**src/rtl/fc_layer_engine_if.sv**
```systemverilog
// Avalon-MM bus bundle between the fully-connected layer engine and SDRAM.
// The engine drives the master side; the memory responder uses the slave side.
interface fc_layer_engine_if;
  logic        chipselect;
  logic [1:0]  byteenable;
  logic        read_n;
  logic        write_n;
  logic [31:0] address;
  logic [15:0] writedata;
  logic        waitrequest;
  logic        readdatavalid;
  logic [15:0] readdata;

  modport master (
    output chipselect, byteenable, read_n, write_n, address, writedata,
    input  waitrequest, readdatavalid, readdata
  );

  modport slave (
    input  chipselect, byteenable, read_n, write_n, address, writedata,
    output waitrequest, readdatavalid, readdata
  );
endinterface

```
**src/rtl/fc_layer_engine.sv**
```systemverilog
// Dense-layer engine: streams packed weights/activations over Avalon-MM, accumulates one
// dot product per output node, applies optional ReLU and 16-bit saturation, writes results.
module fc_layer_engine #(
  parameter int N_IN   = 784,
  parameter int N_OUT  = 200,
  parameter int W_BITS = 4,
  parameter int RELU   = 0
) (
  input  logic                clk,
  input  logic                reset_n,
  input  logic                ready,
  input  logic                act_mode,
  input  logic [31:0]         in_base,
  input  logic [31:0]         w_base,
  input  logic [31:0]         out_base,
  fc_layer_engine_if.master   bus,
  output logic                done,
  output logic [31:0]         status
);
  localparam int LANES = 16 / W_BITS;
  localparam int WPR   = N_IN / LANES;
  localparam logic [11:0] LAST_WORD = 12'(WPR - 1);
  localparam logic [15:0] LAST_NODE = 16'(N_OUT - 1);

  if (W_BITS != 4 && W_BITS != 8 && W_BITS != 16) begin : g_bad_w_bits
    $error("fc_layer_engine: W_BITS must be 4, 8 or 16");
  end
  if ((N_IN % LANES) != 0) begin : g_bad_n_in
    $error("fc_layer_engine: N_IN must be a multiple of LANES");
  end

  typedef enum logic [3:0] {
    IDLE = 4'd0, RD_W = 4'd1, WT_W = 4'd2, RD_X = 4'd3, WT_X = 4'd4,
    MAC  = 4'd5, WR   = 4'd6, NEXT = 4'd7, DONE = 4'd8
  } state_t;

  state_t             state;
  logic               read_n_r, write_n_r, done_r, mode_r;
  logic [31:0]        address_r, w_ptr, x_ptr, o_ptr, in_base_r;
  logic [15:0]        writedata_r, w_word, x_word, node_cnt;
  logic [11:0]        word_cnt;
  logic signed [31:0] acc, mac_sum;

  // Sum of all lanes of one word pair; binary mode lets activation bit 0 gate the weight.
  function automatic logic signed [31:0] lane_sum(input logic [15:0] w, input logic [15:0] x,
                                                  input logic mul);
    logic signed [31:0]       sum;
    logic signed [W_BITS-1:0] wf, xf;
    sum = 32'sd0;
    for (int i = 0; i < LANES; i++) begin
      wf = w[i*W_BITS +: W_BITS];
      xf = x[i*W_BITS +: W_BITS];
      if (mul) sum = sum + 32'(wf) * 32'(xf);
      else     sum = sum + (xf[0] ? 32'(wf) : 32'sd0);
    end
    return sum;
  endfunction

  function automatic logic [15:0] wb_value(input logic signed [31:0] a);
    logic signed [31:0] v;
    v = (RELU != 0 && a < 32'sd0) ? 32'sd0 : a;
    if (v > 32'sd32767)       return 16'h7FFF;
    else if (v < -32'sd32768) return 16'h8000;
    else                      return v[15:0];
  endfunction

  assign mac_sum        = acc + lane_sum(w_word, x_word, mode_r);
  assign bus.chipselect = 1'b1;
  assign bus.byteenable = 2'b11;
  assign bus.read_n     = read_n_r;
  assign bus.write_n    = write_n_r;
  assign bus.address    = address_r;
  assign bus.writedata  = writedata_r;
  assign done           = done_r;
  assign status         = {node_cnt, word_cnt, state};

  // Control FSM; every bus strobe and address is set on the edge entering its state.
  always_ff @(posedge clk) begin
    if (!reset_n) begin
      state       <= IDLE;
      read_n_r    <= 1'b1;
      write_n_r   <= 1'b1;
      done_r      <= 1'b0;
      mode_r      <= 1'b0;
      address_r   <= 32'd0;
      writedata_r <= 16'd0;
      w_ptr       <= 32'd0;
      x_ptr       <= 32'd0;
      o_ptr       <= 32'd0;
      in_base_r   <= 32'd0;
      w_word      <= 16'd0;
      x_word      <= 16'd0;
      node_cnt    <= 16'd0;
      word_cnt    <= 12'd0;
      acc         <= 32'sd0;
    end else begin
      case (state)
        IDLE: if (ready) begin
          mode_r    <= act_mode;
          in_base_r <= in_base;
          x_ptr     <= in_base;
          o_ptr     <= out_base;
          address_r <= w_base;
          w_ptr     <= w_base + 32'd2;
          node_cnt  <= 16'd0;
          word_cnt  <= 12'd0;
          acc       <= 32'sd0;
          read_n_r  <= 1'b0;
          state     <= RD_W;
        end
        RD_W: if (!bus.waitrequest) begin
          read_n_r <= 1'b1;
          state    <= WT_W;
        end
        WT_W: if (bus.readdatavalid) begin
          w_word    <= bus.readdata;
          address_r <= x_ptr;
          x_ptr     <= x_ptr + 32'd2;
          read_n_r  <= 1'b0;
          state     <= RD_X;
        end
        RD_X: if (!bus.waitrequest) begin
          read_n_r <= 1'b1;
          state    <= WT_X;
        end
        WT_X: if (bus.readdatavalid) begin
          x_word <= bus.readdata;
          state  <= MAC;
        end
        MAC: begin
          acc      <= mac_sum;
          word_cnt <= word_cnt + 12'd1;
          if (word_cnt < LAST_WORD) begin
            address_r <= w_ptr;
            w_ptr     <= w_ptr + 32'd2;
            read_n_r  <= 1'b0;
            state     <= RD_W;
          end else begin
            writedata_r <= wb_value(mac_sum);
            address_r   <= o_ptr;
            o_ptr       <= o_ptr + 32'd2;
            write_n_r   <= 1'b0;
            state       <= WR;
          end
        end
        WR: if (!bus.waitrequest) begin
          write_n_r <= 1'b1;
          state     <= NEXT;
        end
        NEXT: begin
          acc      <= 32'sd0;
          word_cnt <= 12'd0;
          node_cnt <= node_cnt + 16'd1;
          x_ptr    <= in_base_r;
          if (node_cnt < LAST_NODE) begin
            address_r <= w_ptr;
            w_ptr     <= w_ptr + 32'd2;
            read_n_r  <= 1'b0;
            state     <= RD_W;
          end else begin
            done_r <= 1'b1;
            state  <= DONE;
          end
        end
        DONE: if (!ready) begin
          done_r <= 1'b0;
          state  <= IDLE;
        end
        default: begin
          read_n_r  <= 1'b1;
          write_n_r <= 1'b1;
          done_r    <= 1'b0;
          state     <= IDLE;
        end
      endcase
    end
  end
endmodule

```
**src/flat_wrapper.sv**
```systemverilog
// flat-port wrapper written by rule: the top's interface ports become plain ports
module fc_layer_engine_flat 
#(
  parameter int N_IN   = 784,
  parameter int N_OUT  = 200,
  parameter int W_BITS = 4,
  parameter int RELU   = 0
)
  (clk, reset_n, ready, act_mode, in_base, w_base, out_base, done, status, bus_chipselect, bus_byteenable, bus_read_n, bus_write_n, bus_address, bus_writedata, bus_waitrequest, bus_readdatavalid, bus_readdata);
  fc_layer_engine_if bus_i ();
  input  logic clk;
  input  logic reset_n;
  input  logic ready;
  input  logic act_mode;
  input  logic [31:0] in_base;
  input  logic [31:0] w_base;
  input  logic [31:0] out_base;
  output logic done;
  output logic [31:0] status;
  output wire logic [$bits(bus_i.chipselect)-1:0] bus_chipselect;
  output wire logic [$bits(bus_i.byteenable)-1:0] bus_byteenable;
  output wire logic [$bits(bus_i.read_n)-1:0] bus_read_n;
  output wire logic [$bits(bus_i.write_n)-1:0] bus_write_n;
  output wire logic [$bits(bus_i.address)-1:0] bus_address;
  output wire logic [$bits(bus_i.writedata)-1:0] bus_writedata;
  input wire logic [$bits(bus_i.waitrequest)-1:0] bus_waitrequest;
  input wire logic [$bits(bus_i.readdatavalid)-1:0] bus_readdatavalid;
  input wire logic [$bits(bus_i.readdata)-1:0] bus_readdata;
  assign bus_chipselect = bus_i.chipselect;
  assign bus_byteenable = bus_i.byteenable;
  assign bus_read_n = bus_i.read_n;
  assign bus_write_n = bus_i.write_n;
  assign bus_address = bus_i.address;
  assign bus_writedata = bus_i.writedata;
  assign bus_i.waitrequest = bus_waitrequest;
  assign bus_i.readdatavalid = bus_readdatavalid;
  assign bus_i.readdata = bus_readdata;
  fc_layer_engine #(.N_IN(N_IN), .N_OUT(N_OUT), .W_BITS(W_BITS), .RELU(RELU)) u_core (.clk(clk), .reset_n(reset_n), .ready(ready), .act_mode(act_mode), .in_base(in_base), .w_base(w_base), .out_base(out_base), .bus(bus_i), .done(done), .status(status));
endmodule
```
**config.mk**
```make
export PLATFORM = sky130hd
export DESIGN_NAME = fc_layer_engine_flat
export DESIGN_NICKNAME = d
export VERILOG_FILES = /design/src/rtl/fc_layer_engine_if.sv /design/src/rtl/fc_layer_engine.sv /design/src/flat_wrapper.sv
export SDC_FILE = /design/constraint.sdc
export NUM_CORES = 1
export LEC_CHECK = 0
export BUFFER_PORTS_ARGS = -buffer_cell sky130_fd_sc_hd__buf_2
export CAP_MARGIN = 10
export CELL_PAD_IN_SITES_DETAIL_PLACEMENT = 2
export CELL_PAD_IN_SITES_GLOBAL_PLACEMENT = 2
export CORE_MARGIN = 2
export CORE_UTILIZATION = 32
export DETAILED_ROUTE_END_ITERATION = 8
export HOLD_SLACK_MARGIN = 0.08
export PLACE_DENSITY = 0.85
export SLEW_MARGIN = 15
export SYNTH_ARGS = -nofsm -noshare
export SYNTH_HDL_FRONTEND = slang
export SYNTH_SLANG_ARGS = --single-unit
```
**constraint.sdc**
```tcl
create_clock -name clk -period 11.1 [get_ports clk]
set_clock_uncertainty 0.1 [all_clocks]
set_input_delay 0.555 -clock clk [delete_from_list [all_inputs] [get_ports clk]]
set_output_delay 0.555 -clock clk [all_outputs]
set_load 0.01 [all_outputs]
```
==> results of run 1 <==
[what timing repair did]
item	in CTS	in global routing
cloned	1	0
buffers inserted	41	16
endpoints found under the setup margin	20	22
resized for setup	112	67
pin swaps	87	30
[metrics by stage]
step | setup slack (ns) | area, um^2 | utilization [%]
after detailed placement | -0.896 | 24700 | 35.8
after floorplan | 0.181 | 22300 | -
final | -1.03 | 27200 | 39.6
after CTS | -0.0548 | 26800 | 39.0
after global placement | 0.0520 | 24700 | 35.8
after global routing | -1.12 | 27200 | 39.6
[where the power goes]
part	internal (uW)	total (uW)	switching (uW)	leakage [uW]
clock	775	1320	542	0.000622
combinational	207	599	391	0.00916
sequential	1070	1180	108	0.00225
[cell families after synthesis]
logic type	Yosys count	share of synthesized area, %
adders and majority gates	205	13.2
AOI/OAI and AO/OA	896	26.5
DFF	276	24.8
xor gates and xnor gates	129	5.13
other	1	0.0168
and+or+nand+nor	1131	24.2
buffers and inverters	268	4.63
muxes	35	1.65
[synth_stat cells, drive strengths merged, types with 55 or more instances]
library cell  instances  area share (%)
xnor2                91             3.6
clkbuf              149             2.5
nand2               380             6.4
o21ai               185             4.2
a21boi               89             3.0
nor2                247             4.2
nand3                87             2.0
a22oi                55             1.9
dfxtp               276              25
a21oi               246             5.5
nor3                 65             1.5
and2                 84             2.4
inv                 100             1.7
nor2b                90             2.5
ha                  155             8.7
[critical path, delay by kind of cell, from the launching register on]
kind,cells,cell delay [ns]
AO/OA/AOI/OAI,15,2.82
adder cells (fa/ha/maj),9,3.83
buffers and inverters,10,1.39
AND/OR/NAND/NOR,17,3.36
flip-flops,1,0.42
[registers in the layout, summed over array words and instances, names as in the netlist]
| register | flops |
|---|---|
| u_core.o_ptr | 32 |
| u_core.node_cnt | 16 |
| u_core.x_ptr | 32 |
| u_core.w_ptr | 32 |
| u_core.bus.write_n | 1 |
| u_core.done | 1 |
| u_core.mode_r | 1 |
| u_core.bus.writedata | 16 |
| u_core.acc | 32 |
| u_core.x_word | 16 |
| u_core.w_word | 16 |
| u_core.word_cnt | 12 |
| u_core.bus.read_n | 1 |
| u_core.state | 4 |
| u_core.bus.address | 32 |
| u_core.in_base_r | 32 |
[cell type report]
| cell class | instances | area share (%) |
|---|---|---|
| multi-input cells | 2399 | 61.1 |
| flip-flops and latches | 276 | 20.3 |
| repair buffers | 355 | 8.25 |
| well taps | 931 | 4.27 |
| clock buffers | 46 | 3.78 |
| inverters | 100 | 1.39 |
| clock inverters | 15 | 0.900 |
| diodes | 5 | 0.0459 |
[how the worst min path moves through the flow]
stage                                        endpoint  slack [ns]
detailed placement  u_core.in_base_r[11]$_SDFFE_PN0P_        0.36
CTS                        u_core.mode_r$_SDFFE_PN0P_        0.12
global route        u_core.in_base_r[16]$_SDFFE_PN0P_        0.14
floorplan            u_core.in_base_r[6]$_SDFFE_PN0P_        0.34
global placement     u_core.in_base_r[8]$_SDFFE_PN0P_        0.35
finish                     u_core.mode_r$_SDFFE_PN0P_        0.12
[placed cells by master, fill, tap and decap left out, types with 17 or more instances in the layout]
cell and count:
sky130_fd_sc_hd__buf_2 199, sky130_fd_sc_hd__o21bai_1 21, sky130_fd_sc_hd__a21oi_1 222, sky130_fd_sc_hd__a221o_1 25, sky130_fd_sc_hd__nand2b_1 33, sky130_fd_sc_hd__a21o_1 53
sky130_fd_sc_hd__dfxtp_1 268, sky130_fd_sc_hd__a21boi_0 87, sky130_fd_sc_hd__ha_1 134, sky130_fd_sc_hd__buf_4 146, sky130_fd_sc_hd__a22oi_1 53, sky130_fd_sc_hd__nand2_1 376
sky130_fd_sc_hd__xnor2_1 78, sky130_fd_sc_hd__xor2_1 35, sky130_fd_sc_hd__a31oi_1 41, sky130_fd_sc_hd__nor3_1 61, sky130_fd_sc_hd__and2_1 77, sky130_fd_sc_hd__nor2b_1 88
sky130_fd_sc_hd__mux2i_1 21, sky130_fd_sc_hd__nand3_1 85, sky130_fd_sc_hd__nand4_1 22, sky130_fd_sc_hd__o21a_1 17, sky130_fd_sc_hd__fa_1 46, sky130_fd_sc_hd__clkbuf_16 37
sky130_fd_sc_hd__inv_1 96, sky130_fd_sc_hd__a21oi_2 22, sky130_fd_sc_hd__o21ai_0 167, sky130_fd_sc_hd__nor2_1 233, sky130_fd_sc_hd__o211ai_1 26, sky130_fd_sc_hd__and3_1 46
[routing by layer]
layer	vias up	wire, um
met5	-	90
met4	14	7210
met3	440	5590
met2	906	56400
met1	12400	42400
li1	10911	-
==> flow_metrics.env, run 1 <==
export IMPL_holdWs_ns=0.118
export IMPL_ys_async_sr_fraction_pct=0
export IMPL_layout_min_cycle_time_ns=12.13
export IMPL_timing_rr_end="u_core.bus.writedata[6]$_SDFFE_PN0P_"
export IMPL_critical_path_most_common_cell="sky130_fd_sc_hd__buf_4"
export IMPL_gr_usage_met3_pct=4.56
export IMPL_gp_congestion=0.869
export IMPL_area_of_the_mapped_netlist_um2=22300
export IMPL_final_cells=4127
export IMPL_die_h_um=268
export IMPL_min_path_cells=3
export IMPL_finish_net_count=3491
export IMPL_synth_edf_count=0
export IMPL_power_leakage_uw=0.0120
export IMPL_drc=0
export IMPL_detailed_placer_s_ending_hpwl_um=67400
export IMPL_yosys_most_used_dff="sky130_fd_sc_hd__dfxtp_1"
export IMPL_clk_root_buffer_cell="sky130_fd_sc_hd__clkbuf_16"
export IMPL_setup_violations_final=19
export IMPL_first_global_vias=26688
export IMPL_routed_via_density=5.98
export IMPL_initial_utilization_pct=32.4
export IMPL_std_cell_rows=96
export IMPL_timing_fmax_ghz=0.0825
export IMPL_area_growth_synth_to_final_pct=22.1
export IMPL_drtAntennaViolNets=0
export IMPL_htree_levels=2
export IMPL_design_portCount=204
export IMPL_final_hold_vios=0
export IMPL_fp_dieArea_um2=71800
export IMPL_cts_reportedPaths_clkPinSlew_ns=0.07
export IMPL_hold_start="act_mode"
export IMPL_synth_area_per_cell_um2=7.59
export IMPL_cts_root_to_sink_buffers=3
export IMPL_max_cap_violations=0
export IMPL_drt_wl_total_um=112000
export IMPL_post_synth_inst_count=2941
export IMPL_critical_path_maximum_fanout=8
export IMPL_synth_yosys_seq_area_share_pct=24.8
export IMPL_gr_usage_met2_pct=53.4
export IMPL_worstSkewPairLatency_ns=0.60
export IMPL_timing_critical_path_slowest_stage_cell="sky130_fd_sc_hd__fa_2"
export IMPL_synthesis_yosys_warnings=0
export IMPL_path_class="flop to flop"
export IMPL_outcome="finished, violations left"
export IMPL_crit_path_start_kind="flop"
export IMPL_routed_wire_length_per_instance_um=27.1
export IMPL_grt_pass1_wl_um=162000
export IMPL_dp_cells=4003
export IMPL_drt_iter0_drc=1586
export IMPL_busiest_layer="met2"
export IMPL_worst_slew_pin_slew_ns=1.04
export IMPL_drt_first_pass_iters=5
export IMPL_post_route_period_util_pct=109
export IMPL_worst_max_slew_margin_expressed_relative_to_the_limit_pct=30.0
export IMPL_design_power_total_uw=3100
export IMPL_vdd_ir_drop_worst_uv=90.8
export IMPL_critical_path_max_stage_delay_ns=0.60
export IMPL_grtUsageMet1_pct=32.0
export IMPL_global_route_overflow_total=0
export IMPL_antenna_found_initial=12
export IMPL_multiInputGateArea_um2=16600
export IMPL_worst_endpoint_data_arrival_time_ns=12.48
export IMPL_timing_max_transition_violations_final=0
export IMPL_core_area_um2=68800
export IMPL_worstHoldPathType="input port to flop"
export IMPL_clock_sinks=276
export IMPL_fin_setup_tns_ns=-17.52
export IMPL_timing_rr_start="u_core.x_word[5]$_SDFFE_PN0P_"
export IMPL_die_width_um=268
export IMPL_r2r_worst_path_cells=51
export IMPL_nFillCells=7834
export IMPL_holdBufCountCts=0
export IMPL_failed_checks="setup timing"
export IMPL_numPortBuffers=200
export IMPL_tritoncts="yes"
export IMPL_power_density_nw_per_um2=114
export IMPL_ys_ff_latch=276
export IMPL_post_synth_num_cell_types=86
export IMPL_finalWorstSetupSlack_ns=-1.03
export IMPL_required_ns=11.45
export IMPL_layout_cell_share_with_drive_strength_beyond_1_pct=19.5
export IMPL_critPathLaunch="u_core.x_word[5]$_SDFFE_PN0P_"
export IMPL_worstSetupEndpoint="u_core.bus.writedata[6]$_SDFFE_PN0P_"
export IMPL_seq_area_um2=5540
export IMPL_tritoncts_num_buffers=36
export IMPL_r2r_setup_slack_ns=-1.03
export IMPL_critPathCaptureType="flop"
export IMPL_pin_count_of_the_biggest_net_entering_global_routing=119
export IMPL_tot_gr_track_use_pct=28.9
export IMPL_unrepaired_setup_endpoints_after_global_routing="yes"
export IMPL_route_vias_total=24671
No activity file was read; power rests on OpenSTA's default activity.
==> inputs of run 2 (changes only) <==
CTS_BUF_LIST = sky130_fd_sc_hd__clkbuf_16   (was default)
==> run 2 against run 1 <==
The flow still finishes with violations (setup timing). First-iteration DRC count increased by 5.2%. Die area did not move. Combinational power barely moved. Count of clock-buffer cells in the layout down 9. Power is 1.6% lower. Register-to-register slack worse by 0.62 ns. Worst hold slack worse by 0.0049 ns. Critical endpoint unchanged. Largest power group unchanged. Highest routed layer unchanged.
==> flow_metrics.env, run 2 (synthesis gave the netlist of run 1 again) <==
export IMPL_tritoncts_num_buffers=36
export IMPL_initial_utilization_pct=32.4
export IMPL_routed_wire_length_per_instance_um=27.7
export IMPL_setup_violations_final=25
export IMPL_clock_sinks=276
export IMPL_pin_count_of_the_biggest_net_entering_global_routing=119
export IMPL_routed_via_density=6.05
export IMPL_required_ns=11.47
export IMPL_gp_congestion=0.869
export IMPL_global_route_overflow_total=0
export IMPL_power_density_nw_per_um2=112
export IMPL_timing_critical_path_slowest_stage_cell="sky130_fd_sc_hd__xnor2_1"
export IMPL_holdWs_ns=0.113
export IMPL_detailed_placer_s_ending_hpwl_um=67400
export IMPL_worstSkewPairLatency_ns=0.61
export IMPL_tritoncts="yes"
export IMPL_final_common_cell="sky130_fd_sc_hd__nand2_1"
export IMPL_drtAntennaViolNets=0
export IMPL_die_h_um=268
export IMPL_top_library_cells_by_usage_in_the_layout_fill_and_taps_aside="sky130_fd_sc_hd__nand2_1 (376), sky130_fd_sc_hd__dfxtp_1 (268), sky130_fd_sc_hd__nor2_1 (231)"
export IMPL_unrepaired_setup_endpoints_after_global_routing="yes"
export IMPL_drt_first_pass_iters=5
export IMPL_core_area_um2=68800
export IMPL_worst_slew_pin_slew_ns=1.07
export IMPL_crit_path_start_kind="flop"
export IMPL_first_global_vias=26682
export IMPL_route_vias_total=24951
export IMPL_clk_root_buffer_cell="sky130_fd_sc_hd__clkbuf_16"
export IMPL_std_cell_rows=96
export IMPL_worst_endpoint_data_arrival_time_ns=13.11
export IMPL_preCtsSetupSlack_ns=-0.896
export IMPL_path_class="flop to flop"
export IMPL_die_width_um=268
export IMPL_power_clock_fraction_pct=41.5
export IMPL_comb_power_share_pct=19.7
export IMPL_finish_net_count=3491
export IMPL_total_switching_power_uw=1040
export IMPL_worstHoldPathType="input port to flop"
export IMPL_seq_power_share_pct=38.8
export IMPL_critical_path_most_common_cell="sky130_fd_sc_hd__buf_4"
export IMPL_post_route_period_util_pct=115
export IMPL_htree_levels=2
export IMPL_drt_wl_total_um=115000
export IMPL_drc=0
export IMPL_max_cap_violations=0
export IMPL_worst_max_slew_margin_expressed_relative_to_the_limit_pct=28.4
export IMPL_design_portCount=204
export IMPL_critPathCaptureType="flop"
export IMPL_final_hold_vios=0
export IMPL_area_growth_synth_to_final_pct=22.2
export IMPL_power_share_switching_pct=34.2
export IMPL_layout_cell_share_with_drive_strength_beyond_1_pct=19.7
export IMPL_grt_pass1_wl_um=162000
export IMPL_layout_min_cycle_time_ns=12.74
export IMPL_fp_dieArea_um2=71800
export IMPL_critical_path_maximum_fanout=15
export IMPL_final_cells=4127
export IMPL_outcome="finished, violations left"
export IMPL_dp_cells=4003
export IMPL_fin_setup_tns_ns=-31.38
export IMPL_vdd_ir_drop_worst_uv=91.0
export IMPL_design_power_total_uw=3050
export IMPL_timing_fmax_ghz=0.0785
export IMPL_antenna_found_initial=13
export IMPL_finalWorstSetupSlack_ns=-1.64
export IMPL_tot_gr_track_use_pct=28.9
export IMPL_timing_max_transition_violations_final=0
export IMPL_failed_checks="setup timing"
export IMPL_power_internal_uw=2010
export IMPL_cts_reportedPaths_clkPinSlew_ns=0.06
export IMPL_cts_root_to_sink_buffers=3
export IMPL_critical_path_max_stage_delay_ns=0.69
export IMPL_numPortBuffers=200
export IMPL_nFillCells=7828
export IMPL_drt_iter0_drc=1669
export IMPL_power_leakage_uw=0.0120
run 2: stage by stage:
| step | util, % | instance area (um^2) |
|---|---|---|
| floorplan | - | 22300 |
| global placement | 35.8 | 24700 |
| detailed placement | 35.8 | 24700 |
| CTS | 38.9 | 26700 |
| global route | 39.6 | 27200 |
| finish | 39.6 | 27300 |
run 2: path summary, 6_finish.rpt:
path / cells past startpoint / end / start / slack (ns)
max: 51 / u_core.bus.writedata[6]$_SDFFE_PN0P_ / u_core.w_word[4]$_SDFFE_PN0P_ / -1.64
min: 3 / u_core.mode_r$_SDFFE_PN0P_ / act_mode / 0.11
max reg2reg: 51 / u_core.bus.writedata[6]$_SDFFE_PN0P_ / u_core.w_word[4]$_SDFFE_PN0P_ / -1.64
min reg2reg: 2 / u_core.in_base_r[11]$_SDFFE_PN0P_ / u_core.in_base_r[11]$_SDFFE_PN0P_ / 0.37
run 2: metal layers:
| metal | track usage (%) | vias up | part of all wire (%) |
|---|---|---|---|
| li1 | - | 10925 | - |
| met3 | 4.65 | 504 | 5.8 |
| met4 | 14.8 | 14 | 7.2 |
| met5 | 0 | - | 0.071 |
| met2 | 53.3 | 984 | 50 |
| met1 | 31.8 | 12524 | 37 |
run 2: timing repair:
action                     CTS  global route
setup buffers               41            21
setup endpoints to repair   20            22
pin swaps                   87            28
gates cloned                 1             0
gates resized for setup    112            83
hold buffers                 0             0
run 2: worst max-delay path, delay by kind of cell (launching register included):
kind	cells	cell delay, ns
and+or+nand+nor	15	2.68
buffers and inverters	9	1.16
DFF	1	0.34
AOI/OAI and AO/OA	13	2.55
adders and majority gates	10	4.26
xor gates and xnor gates	4	1.48
run 2: area by class of cell:
type	instances	area, um^2	area share (%)
Antenna cell	5	12.5	0.0459
Multi-Input combinational cell	2399	16700	61.3
Inverter	100	375	1.38
Timing Repair Buffer	355	2260	8.30
Clock inverter	24	279	1.02
Tap cell	931	1160	4.27
Clock buffer	37	926	3.40
Sequential cell	276	5540	20.3
run 2: power groups by stage:
| stage | Combinational, uW | Sequential, uW | Clock, uW |
|---|---|---|---|
| 5_1_grt | 661 | 1190 | 1320 |
| 4_1_cts | 597 | 1180 | 1280 |
| 3_5_place_dp | 588 | 1200 | 0 |
| 2_1_floorplan | 375 | 1160 | 0 |
| 3_3_place_gp | 565 | 1200 | 0 |
| 6_report | 600 | 1180 | 1270 |
==> inputs of run 3 (changes only) <==
REMOVE_ABC_BUFFERS = 1   (was default)
==> run 3 against run 2 <==
The flow still finishes with violations (setup timing). Sequential cell count did not move. Sequential share of layout area is 0.38 points lower. Utilization increased by 0.80 points. Setup slack worse by 0.093 ns. Count of clock-buffer cells in the layout is 1 higher. Largest cell class unchanged. Critical path depth up 2. Fmax is 0.73% lower. Power up 0.82%. Combinational power up 3%. Via count rose by 1.9%.
==> flow_metrics.env, run 3 (synthesis gave the netlist of run 1 again) <==
export IMPL_seq_area_um2=5540
export IMPL_r2r_setup_slack_ns=-1.74
export IMPL_unrepaired_setup_endpoints_after_global_routing="yes"
export IMPL_dp_cells=4030
export IMPL_multiInputGateArea_um2=16900
export IMPL_design_portCount=204
export IMPL_power_density_nw_per_um2=111
export IMPL_power_leakage_uw=0.0123
export IMPL_layout_cell_share_with_drive_strength_beyond_1_pct=21.8
export IMPL_seq_power_share_pct=38.5
export IMPL_worst_endpoint_data_arrival_time_ns=13.20
export IMPL_routed_wire_length_per_instance_um=28.9
export IMPL_failed_checks="setup timing"
export IMPL_die_h_um=268
export IMPL_worstSkewPairLatency_ns=0.64
export IMPL_drt_first_pass_iters=9
export IMPL_holdWs_ns=0.0856
export IMPL_post_route_period_util_pct=116
export IMPL_fin_area_um2=27800
export IMPL_final_common_cell="sky130_fd_sc_hd__nand2_1"
export IMPL_timing_max_transition_violations_final=0
export IMPL_numPortBuffers=200
export IMPL_clk_root_buffer_cell="sky130_fd_sc_hd__clkbuf_16"
export IMPL_std_cell_rows=96
export IMPL_die_width_um=268
export IMPL_power_internal_uw=1990
export IMPL_power_clock_fraction_pct=41.4
export IMPL_routed_via_density=6.09
export IMPL_drt_iter0_drc=2153
export IMPL_pin_count_of_the_biggest_net_entering_global_routing=93
export IMPL_finish_net_count=3535
export IMPL_area_growth_synth_to_final_pct=24.6
export IMPL_cts_reportedPaths_clkPinSlew_ns=0.06
export IMPL_crit_path_start_kind="flop"
export IMPL_critical_path_max_stage_delay_ns=0.60
export IMPL_core_area_um2=68800
export IMPL_drc=0
export IMPL_nFillCells=7833
export IMPL_max_cap_violations=0
export IMPL_finalWorstSetupSlack_ns=-1.74
export IMPL_total_switching_power_uw=1080
export IMPL_worst_slew_pin_slew_ns=1.03
export IMPL_global_route_overflow_total=0
export IMPL_place_area_um2=24900
export IMPL_first_global_vias=27449
export IMPL_drtAntennaViolNets=0
export IMPL_comb_power_share_pct=20.1
export IMPL_worstHoldPathType="input port to flop"
export IMPL_timing_fmax_ghz=0.0779
export IMPL_worst_max_slew_margin_expressed_relative_to_the_limit_pct=31.3
export IMPL_design_power_total_uw=3070
export IMPL_setup_violations_final=25
export IMPL_tritoncts="yes"
export IMPL_clock_sinks=276
export IMPL_outcome="finished, violations left"
export IMPL_top_library_cells_by_usage_in_the_layout_fill_and_taps_aside="sky130_fd_sc_hd__nand2_1 (366), sky130_fd_sc_hd__dfxtp_1 (265), sky130_fd_sc_hd__nor2_1 (233)"
export IMPL_critPathCaptureType="flop"
export IMPL_critical_path_maximum_fanout=8
export IMPL_final_cells=4177
export IMPL_drt_wl_total_um=121000
export IMPL_timing_critical_path_slowest_stage_cell="sky130_fd_sc_hd__fa_1"
export IMPL_vdd_ir_drop_worst_uv=102
export IMPL_final_hold_vios=0
export IMPL_detailed_placer_s_ending_hpwl_um=68000
export IMPL_tritoncts_num_buffers=38
export IMPL_tot_gr_track_use_pct=31.1
export IMPL_layout_min_cycle_time_ns=12.84
export IMPL_antenna_found_initial=18
export IMPL_grt_pass1_wl_um=172000
export IMPL_required_ns=11.46
export IMPL_path_class="flop to flop"
export IMPL_holdBufCountCts=0
export IMPL_critical_path_most_common_cell="sky130_fd_sc_hd__a21o_1"
export IMPL_power_share_switching_pct=35.2
export IMPL_cts_root_to_sink_buffers=3
export IMPL_route_vias_total=25433
export IMPL_fp_dieArea_um2=71800
export IMPL_initial_utilization_pct=32.4
export IMPL_htree_levels=2
export IMPL_gp_congestion=0.874
run 3: cell count changes in the layout (fill, tap and decap cells not counted), sizes merged:
cell and delta:
inv +2, buf +42, bufinv -2, clkinv +7, clkbuf +1
run 3: worst paths after layout:
path         cells past startpoint                              from                                    to
min                              3                       out_base[0]          u_core.o_ptr[0]$_SDFFE_PN0P_
max                             53     u_core.x_word[7]$_SDFFE_PN0P_  u_core.bus.writedata[8]$_SDFFE_PN0P_
max reg2reg                     53     u_core.x_word[7]$_SDFFE_PN0P_  u_core.bus.writedata[8]$_SDFFE_PN0P_
min reg2reg                      2  u_core.in_base_r[5]$_SDFFE_PN0P_      u_core.in_base_r[5]$_SDFFE_PN0P_
run 3: critical path: cells and delay by family (launching register included):
kind | cells | cell delay (ns)
AOI/OAI and AO/OA | 18 | 3.58
and+or+nand+nor | 11 | 1.87
xor gates and xnor gates | 5 | 1.20
DFF | 1 | 0.40
adders and majority gates | 10 | 3.97
buffers and inverters | 9 | 1.53
run 3: metal layers:
layer,vias up,track usage [%],part of all wire (%)
met1,12738,34.1,37
met4,24,18.3,7.4
met3,529,7.69,7.1
li1,11013,-,-
met5,-,0,0.12
met2,1129,54.2,48
run 3: timing repair:
| item | in CTS | in global routing |
|---|---|---|
| gates resized for setup | 173 | 77 |
| pin swaps | 127 | 40 |
| buffers inserted | 55 | 18 |
| cloned | 1 | 0 |
| endpoints found under the setup margin | 20 | 26 |
run 3: stage by stage:
step / utilization (%) / worst slack (ns) / TNS (ns)
floorplan: - / -0.0796 / -0.998
CTS: 39.7 / -0.000622 / -0.000622
finish: 40.4 / -1.74 / -31.86
global placement: 36.1 / 0.0240 / 0
detailed placement: 36.1 / -0.714 / -10.53
global route: 40.4 / -1.76 / -32.90
run 3: power groups by stage:
stage          logic [uW]  clock network, uW  registers, uW
3_3_place_gp          568                  0           1190
6_report              619               1270           1180
2_1_floorplan         337                  0           1170
4_1_cts               606               1280           1180
5_1_grt               678               1330           1190
3_5_place_dp          592                  0           1200
run 3: layout make-up:
| type | count | area share, % |
|---|---|---|
| Multi-Input combinational cell | 2399 | 60.7 |
| Sequential cell | 276 | 19.9 |
| Timing Repair Buffer | 397 | 9.38 |
| Tap cell | 931 | 4.19 |
| Clock buffer | 38 | 3.42 |
| Inverter | 100 | 1.36 |
| Clock inverter | 31 | 1.01 |
| Antenna cell | 5 | 0.0450 |
